File: config.mk
export PLATFORM = sky130hd
export DESIGN_NAME = lupdate_mp
export DESIGN_NICKNAME = d
export VERILOG_FILES = /design/src/rtl/lupdate_mp_pkg.sv /design/src/rtl/lupdate_mp_dly.sv /design/src/rtl/lupdate_mp.sv
export SDC_FILE = /design/constraint.sdc
export NUM_CORES = 1
export LEC_CHECK = 0
export CORE_UTILIZATION = 40
export DETAILED_ROUTE_END_ITERATION = 10
export DONT_BUFFER_PORTS = 1
export PLACE_DENSITY = 0.54
export SETUP_SLACK_MARGIN = 0.1
export SYNTH_ARGS = -nofsm -noshare
export SYNTH_HDL_FRONTEND = slang
export SYNTH_HIERARCHICAL = 1
export SYNTH_SLANG_ARGS = --single-unit
File: constraint.sdc
create_clock -name clk -period 2.2 [get_ports clk]
set_input_delay 0.22 -clock clk [delete_from_list [all_inputs] [get_ports clk]]
set_output_delay 0.22 -clock clk [all_outputs]
set_load 0.05 [all_outputs]
File: src/rtl/lupdate_mp_pkg.sv
// Shared constants and types for the lupdate_mp block.
//   FLAG_*   : values of the two-bit framing field at the top of the bus.
//   state_e  : parser FSM states.
//   CLS_BEAT : beat index at which a packet is classified.
//   DELAY    : depth of the forwarding delay line.
package lupdate_mp_pkg;

    localparam logic [1:0] FLAG_HEAD = 2'b01;
    localparam logic [1:0] FLAG_MID  = 2'b11;
    localparam logic [1:0] FLAG_TAIL = 2'b10;

    localparam int unsigned CLS_BEAT = 2;
    localparam int unsigned DELAY    = 3;

    typedef enum logic [1:0] {IDLE, HDR, CTRL, DATA} state_e;

endpackage

File: src/rtl/lupdate_mp_dly.sv
// Fixed-latency delay line for the packet path, with a per-packet drop mask.
// Ports:
//   clk, rst_n             : clock, asynchronous active-low reset
//   data_i/wr_i/valid_i/valid_wr_i : input word, strobe, descriptor, descriptor strobe
//   head_i                 : a strobed head beat is on the input this cycle
//   drop_set_i             : the packet currently being parsed must be dropped
//   data_o/wr_o/valid_o/valid_wr_o : outputs DELAY cycles later; strobes masked on drop
module lupdate_mp_dly
    import lupdate_mp_pkg::*;
#(
    parameter int unsigned W = 134
) (
    input  logic         clk,
    input  logic         rst_n,
    input  logic [W-1:0] data_i,
    input  logic         wr_i,
    input  logic         valid_i,
    input  logic         valid_wr_i,
    input  logic         head_i,
    input  logic         drop_set_i,
    output logic [W-1:0] data_o,
    output logic         wr_o,
    output logic         valid_o,
    output logic         valid_wr_o
);

    // Each beat carries a small packet tag; drop decisions are stored per tag so a
    // late classification still reaches beats already in flight while older packets
    // in the line keep their own decision.
    logic [W-1:0]     data_q [DELAY];
    logic [1:0]       tag_q  [DELAY];
    logic [DELAY-1:0] wr_q;
    logic [DELAY-1:0] valid_q;
    logic [DELAY-1:0] valid_wr_q;
    logic [1:0]       cur_tag_q;
    logic [3:0]       drop_q;
    logic [1:0]       in_tag;

    assign in_tag = head_i ? cur_tag_q + 2'd1 : cur_tag_q;

    always_ff @(posedge clk or negedge rst_n) begin
        if (!rst_n) begin
            for (int s = 0; s < int'(DELAY); s++) begin
                data_q[s] <= '0;
                tag_q[s]  <= '0;
            end
            wr_q       <= '0;
            valid_q    <= '0;
            valid_wr_q <= '0;
            cur_tag_q  <= '0;
            drop_q     <= '0;
        end else begin
            cur_tag_q <= in_tag;
            if (head_i) begin
                drop_q[in_tag] <= 1'b0;
            end else if (drop_set_i) begin
                drop_q[cur_tag_q] <= 1'b1;
            end
            data_q[0] <= data_i;
            tag_q[0]  <= in_tag;
            for (int s = 1; s < int'(DELAY); s++) begin
                data_q[s] <= data_q[s-1];
                tag_q[s]  <= tag_q[s-1];
            end
            wr_q       <= {wr_q[DELAY-2:0], wr_i};
            valid_q    <= {valid_q[DELAY-2:0], valid_i};
            valid_wr_q <= {valid_wr_q[DELAY-2:0], valid_wr_i};
        end
    end

    assign data_o     = data_q[DELAY-1];
    assign valid_o    = valid_q[DELAY-1];
    assign wr_o       = wr_q[DELAY-1] & ~drop_q[tag_q[DELAY-1]];
    assign valid_wr_o = valid_wr_q[DELAY-1] & ~drop_q[tag_q[DELAY-1]];

endmodule

File: src/rtl/lupdate_mp.sv
// Local-update block: forwards packets with a fixed delay and turns control packets
// addressed to the local MAC into atomic writes on a bank of configuration registers.
// Ports:
//   clk, rst_n                         : clock, asynchronous active-low reset
//   in_lu_data/_wr/_valid/_valid_wr    : packet input (flags, invalid-byte count, data)
//   in_local_mac_id                    : local MAC address
//   out_lu_data/_wr/_valid/_valid_wr   : delayed packet output, strobes masked on drop
//   out_local_mac_id                   : registered copy of the local MAC
//   cfg_regs                           : live registers, register i at [i*REG_W +: REG_W]
//   cfg_update                         : one-cycle pulse when a control packet commits
//   ctrl_pkt_cnt, bad_wr_cnt           : statistics, only with LUPDATE_MP_CNT_EN defined
module lupdate_mp
    import lupdate_mp_pkg::*;
#(
    parameter int unsigned DW        = 128,
    parameter int unsigned NUM_REGS  = 8,
    parameter int unsigned REG_W     = 32,
    parameter logic [3:0]  CTRL_TYPE = 4'hf,
    parameter bit          DROP_CTRL = 1'b1
) (
    input  logic                      clk,
    input  logic                      rst_n,
    input  logic [DW+5:0]             in_lu_data,
    input  logic                      in_lu_data_wr,
    input  logic                      in_lu_data_valid,
    input  logic                      in_lu_data_valid_wr,
    input  logic [47:0]               in_local_mac_id,
    output logic [DW+5:0]             out_lu_data,
    output logic                      out_lu_data_wr,
    output logic                      out_lu_data_valid,
    output logic                      out_lu_data_valid_wr,
    output logic [47:0]               out_local_mac_id,
    output logic [NUM_REGS*REG_W-1:0] cfg_regs,
    output logic                      cfg_update
`ifdef LUPDATE_MP_CNT_EN
    ,
    output logic [31:0]               ctrl_pkt_cnt,
    output logic [31:0]               bad_wr_cnt
`endif
);

    logic [1:0]       flags;
    logic             is_head, is_mid, is_tail;
    state_e           state_q;
    logic [1:0]       beat_q;
    logic [REG_W-1:0] live_q   [NUM_REGS];
    logic [REG_W-1:0] shadow_q [NUM_REGS];
    logic [REG_W-1:0] shadow_d [NUM_REGS];
    logic             cfg_update_q;
    logic [47:0]      mac_q;
    logic [7:0]       wr_idx;
    logic             wr_en, wr_ok, commit, cls_now, cls_hit;

    assign flags   = in_lu_data[DW+5:DW+4];
    assign is_head = in_lu_data_wr && (flags == FLAG_HEAD);
    assign is_mid  = in_lu_data_wr && (flags == FLAG_MID);
    assign is_tail = in_lu_data_wr && (flags == FLAG_TAIL);

    assign wr_idx  = in_lu_data[DW-9:DW-16];
    assign wr_en   = (state_q == CTRL) && (is_mid || is_tail) && in_lu_data[DW-1];
    assign wr_ok   = wr_en && (32'(wr_idx) < NUM_REGS);
    assign commit  = (state_q == CTRL) && is_tail;
    assign cls_hit = (in_lu_data[DW-1:DW-48] == in_local_mac_id) &&
                     (in_lu_data[11:8] == CTRL_TYPE);
    // Reaching beat 2 while still in HDR implies the strobe was continuous.
    assign cls_now = (state_q == HDR) && (is_mid || is_tail) && (beat_q == 2'(CLS_BEAT));

    // Shadow next state: reload from live on any head (including aborts), else stage a write.
    always_comb begin
        for (int i = 0; i < int'(NUM_REGS); i++) shadow_d[i] = shadow_q[i];
        if (is_head) begin
            for (int i = 0; i < int'(NUM_REGS); i++) shadow_d[i] = live_q[i];
        end else if (wr_ok) begin
            for (int i = 0; i < int'(NUM_REGS); i++) begin
                if (wr_idx == 8'(i)) shadow_d[i] = in_lu_data[REG_W-1:0];
            end
        end
    end

    always_ff @(posedge clk or negedge rst_n) begin
        if (!rst_n) begin
            state_q      <= IDLE;
            beat_q       <= '0;
            cfg_update_q <= 1'b0;
            mac_q        <= '0;
            for (int i = 0; i < int'(NUM_REGS); i++) begin
                shadow_q[i] <= '0;
                live_q[i]   <= '0;
            end
        end else begin
            mac_q        <= in_local_mac_id;
            cfg_update_q <= commit;
            for (int i = 0; i < int'(NUM_REGS); i++) shadow_q[i] <= shadow_d[i];
            if (commit) begin
                for (int i = 0; i < int'(NUM_REGS); i++) live_q[i] <= shadow_d[i];
            end
            if (is_head) begin
                state_q <= HDR;
                beat_q  <= 2'd1;
            end else begin
                unique case (state_q)
                    IDLE: ;
                    HDR: begin
                        if (!in_lu_data_wr) begin
                            state_q <= DATA;
                        end else if (is_tail) begin
                            state_q <= IDLE;
                        end else if (is_mid) begin
                            if (beat_q == 2'(CLS_BEAT)) state_q <= cls_hit ? CTRL : DATA;
                            else                        beat_q  <= beat_q + 2'd1;
                        end
                    end
                    CTRL, DATA: if (is_tail) state_q <= IDLE;
                    default: state_q <= IDLE;
                endcase
            end
        end
    end

`ifdef LUPDATE_MP_CNT_EN
    logic [31:0] ctrl_cnt_q, bad_cnt_q;

    always_ff @(posedge clk or negedge rst_n) begin
        if (!rst_n) begin
            ctrl_cnt_q <= '0;
            bad_cnt_q  <= '0;
        end else begin
            if (commit)          ctrl_cnt_q <= ctrl_cnt_q + 32'd1;
            if (wr_en && !wr_ok) bad_cnt_q  <= bad_cnt_q + 32'd1;
        end
    end

    assign ctrl_pkt_cnt = ctrl_cnt_q;
    assign bad_wr_cnt   = bad_cnt_q;
`endif

    for (genvar g = 0; g < int'(NUM_REGS); g++) begin : g_cfg
        assign cfg_regs[g*REG_W +: REG_W] = live_q[g];
    end

    assign cfg_update       = cfg_update_q;
    assign out_local_mac_id = mac_q;

    lupdate_mp_dly #(
        .W (DW + 6)
    ) u_dly (
        .clk        (clk),
        .rst_n      (rst_n),
        .data_i     (in_lu_data),
        .wr_i       (in_lu_data_wr),
        .valid_i    (in_lu_data_valid),
        .valid_wr_i (in_lu_data_valid_wr),
        .head_i     (is_head),
        .drop_set_i (DROP_CTRL && cls_now && cls_hit),
        .data_o     (out_lu_data),
        .wr_o       (out_lu_data_wr),
        .valid_o    (out_lu_data_valid),
        .valid_wr_o (out_lu_data_valid_wr)
    );

endmodule

==> results.py <==
metrics = {
    "drt": {
        "drt.antenna.violating_nets": 0,
        "route.vias.total": 19890,
        "drc_errors": 0,
        "routed_wl_um": 88630,
        "via_per_inst": 4.957,
        "routed_wire_per_std_cell_um": 22.09,
        "drt_first_iter_violations": 1536,
        "firstDrtPassIters": 5,
    },
    "place": {
        "placedInstanceArea_um2": 34960,
        "place.detailed.hpwl_um": 55550,
        "port_buffers": 0,
        "gp_congestion": 0.8584,
    },
    "sta": {
        "number_of_hold_violations_in_the_final_report": 215,
        "grt_setup_unrepaired": "true",
        "slew_at_the_pin_with_the_worst_max_slew_slack_ns": 0.9926,
        "timing.clock.skew_ns": 0.04283,
        "setup-violations-final": 0,
        "final_worst_path_cycle_share": 0.9907,
        "period_minus_slack_ns": 2.180,
        "whs_ns": -0.7773,
        "timing.max_slew.rel_slack": 0.3361,
        "max_freq_ghz": 0.4588,
        "finalMaxSlewViolations": 0,
    },
    "layout": {
        "num-fill-cells": 7482,
        "multi_input_comb_area_um2": 8259,
        "final_nets": 2962,
        "area.sequential_um2": 24670,
        "syn_to_final_growth_pct": 16.58,
        "layout_cell_share_with_drive_strength_beyond_1": 0.1044,
        "final_cell_area_um2": 40910,
    },
    "clocking": {
        "post_cts_hold_buffers": 194,
        "insertion_delay_ns": 0.68,
        "tritoncts": "done",
        "ctsLongestPathBuffers": 3,
        "path_clk_slew_ns": 0.07,
        "clkSinkCount": 986,
        "cts_h_tree_depth": 3,
        "clockRootBuffer": "sky130_fd_sc_hd__clkbuf_16",
        "cts_buffers": 103,
    },
    "outcome": {
        "violations": "hold timing",
        "outcome": "complete, but fails checks",
    },
    "logic_synthesis": {
        "synth.distinct_cells": 39,
        "ys.warnings.count": 6,
        "synth-compound-area-share": 0.07630,
        "synth_edf_count": 0,
        "synth-async-reset-ratio": 1.000,
        "prevailing_post_synth_register_cell": "sky130_fd_sc_hd__dfrtp_1",
        "synth_top_area_frac": 0.7031,
        "synth_area_leaders": "sky130_fd_sc_hd__dfrtp_1 (70%), sky130_fd_sc_hd__a21oi_1 (7.4%), sky130_fd_sc_hd__mux2i_1 (7.3%)",
        "yosys-mux-area-fraction": 0.07366,
        "ys_ff_latch": 986,
        "synthesis.area_um2": 35090,
        "synthAdderAreaFrac": 0.001783,
        "seq_area_frac_synth": 0.7031,
        "synth-xor-area-share": 0.01223,
        "synth.largest_area_cell": "sky130_fd_sc_hd__dfrtp_1",
        "mappedNetlistNets": 2903,
        "postSynthAreaPerCell_um2": 12.95,
        "synth_simple_gate_area_frac": 0.06496,
        "combinational_family_with_the_most_area_after_synthesis": "compound AO/OA/AOI/OAI gates",
        "post_synth_inst_count": 2711,
    },
    "worst_setup_path": {
        "reg2reg_to": "u_dly/drop_q[0]",
        "crit_path_end_kind": "output pin",
        "critical_path.reg2reg.startpoint": "beat_q[0]",
        "worst-r2r-cell-count": 10,
        "cp.arrival_ns": 1.96,
        "cp_max_fo": 2,
        "timing.reg2reg.setup_slack_ns": 0.02,
        "worst_ep_required_time_ns": 1.98,
        "worst_setup_path_start_kind": "flip-flop",
        "criticalPathCategory": "flip-flop to output pin",
    },
    "floorplan": {
        "placement_rows": 108,
        "core_um2": 86890,
        "die_height_um": 298.2,
        "die_width_um": 298.2,
        "design.portCount": 629,
        "initial_utilization": 0.4039,
        "design.die.area_um2": 88930,
    },
    "global_routing": {
        "grt_first_pass_wirelength_um": 131400,
        "grt_start_max_net_pins": 987,
        "global_route_overflow": 0,
        "grt_antenna_before_repair": 7,
        "grt_util_all_layers": 0.1975,
        "grt_pass1_vias": 20110,
    },
    "power_and_ir_drop": {
        "design_power_total_mw": 58.90,
        "power_per_cell_area_nw_per_um2": 1440,
        "peakVddDrop_mv": 0.8716,
        "cellLeakagePower_nw": 17.20,
    },
    "worst_hold_path": {
        "classification_of_the_worst_slack_hold_path": "input port to async pin",
    },
    "flow_run": {
        "drv_cap": 0,
    },
}
stage by stage:
stage / utilization / setup WS (ns) / std cells / setup TNS (ns) / hold WS (ns)
5_1_grt: 0.4708 / -0.1535 / 4010 / -0.6579 / -0.8155
4_1_cts: 0.4662 / -0.06271 / 4002 / -0.3071 / -0.8068
3_5_place_dp: 0.4023 / -0.2995 / 3613 / -1.260 / -0.05019
6_report: 0.4709 / 0.02040 / 4013 / 0 / -0.7773
2_1_floorplan: - / 0.3171 / 2711 / 0 / -0.07559
3_3_place_gp: 0.4023 / -0.2731 / 3613 / -1.077 / -0.05696
layer usage:
layer / share of wire / global-route usage / vias to the layer above
li1: - / - / 8974
met1: 0.41 / 0.2524 / 10110
met2: 0.46 / 0.3024 / 641
met3: 0.096 / 0.07956 / 158
met4: 0.029 / 0.07118 / 8
met5: 0.00069 / 0 / -
critical path: stages (launching register included):
cell and delay (ns):
sky130_fd_sc_hd__dfrtp_1 0.36, sky130_fd_sc_hd__mux4_2 0.60, sky130_fd_sc_hd__nor2b_2 0.15, sky130_fd_sc_hd__buf_6 0.16
synthesized netlist by cell type (all sizes together) (2+ instances only):
cell type    n
a21oi      518
ha           5
and2         8
o21ai        7
clkbuf     103
nand4        3
or2          2
inv          5
buf        209
nand2b       2
nand4b       2
dfrtp      986
nor3b        2
mux2i      256
nand2        9
nand3        2
nor2b        3
o2bb2ai      3
xnor2        2
nor4        15
nor2       515
xor2        47
sequential cells by signal (all words and copies together) (netlist names), 3 cells and up:
signal            count
out_local_mac_id     48
shadow_q            256
u_dly/data_o        134
u_dly/wr_q            3
u_dly/valid_wr_q      3
u_dly/data_q        268
u_dly/tag_q           4
u_dly/valid_q         3
cfg_regs            256
u_dly/drop_q          4
worst max path at each step:
stage | startpoint | end | slack (ns) | depth (start not counted)
after floorplan | in_lu_data[117] | shadow_q[2] | 0.32 | 7
after global placement | beat_q[0] | u_dly/drop_q[0] | -0.27 | 10
after detailed placement | beat_q[0] | u_dly/drop_q[1] | -0.30 | 10
after CTS | beat_q[0] | u_dly/drop_q[0] | -0.06 | 10
after global routing | beat_q[0] | u_dly/drop_q[0] | -0.15 | 10
final | u_dly/tag_q[0] | out_lu_data_wr | 0.02 | 3
layout by cell type, fill, tap and decap left out, types with 21 or more instances in the layout:
cell and count:
sky130_fd_sc_hd__buf_4 34, sky130_fd_sc_hd__mux2i_1 229, sky130_fd_sc_hd__buf_12 24, sky130_fd_sc_hd__dlygate4sd3_1 193
sky130_fd_sc_hd__a21oi_1 517, sky130_fd_sc_hd__dfrtp_1 986, sky130_fd_sc_hd__mux2i_2 21, sky130_fd_sc_hd__xor2_1 47
sky130_fd_sc_hd__clkbuf_16 106, sky130_fd_sc_hd__nor2_1 514
power by group:
| group | switching (mW) | total, mW | internal, mW |
|---|---|---|---|
| Clock | 7.36 | 17.7 | 10.4 |
| Combinational | 3.44 | 6.39 | 2.96 |
| Sequential | 12.6 | 34.8 | 22.2 |
| Total | 23.4 | 58.9 | 35.5 |
cells by family (layout without fill, tap and decap cells):
group	count (synthesis)	after routing
compound gates	531	531
other cells	0	3
buf+inv	317	461
simple gates	566	566
xor+xnor	49	49
flops	986	986
fa+ha+maj	5	5
mux	257	257
layout make-up:
| type | count | area share |
|---|---|---|
| Antenna cell | 3 | 0.0001835 |
| Clock buffer | 138 | 0.07138 |
| Clock inverter | 52 | 0.01492 |
| Inverter | 5 | 0.0004587 |
| Multi-Input combinational cell | 1408 | 0.2019 |
| Sequential cell | 986 | 0.6031 |
| Tap cell | 1155 | 0.03532 |
| Timing Repair Buffer | 266 | 0.07281 |
timing repair:
item / in CTS / in global routing
resized for setup: 9 / 50
setup endpoints to repair: 7 / 520
buffers inserted: 5 / 1
cloned: 0 / 2
endpoints found under the hold margin: 1692 / 215
pin swaps: 9 / 3
No activity file was read; power rests on OpenSTA's default activity.
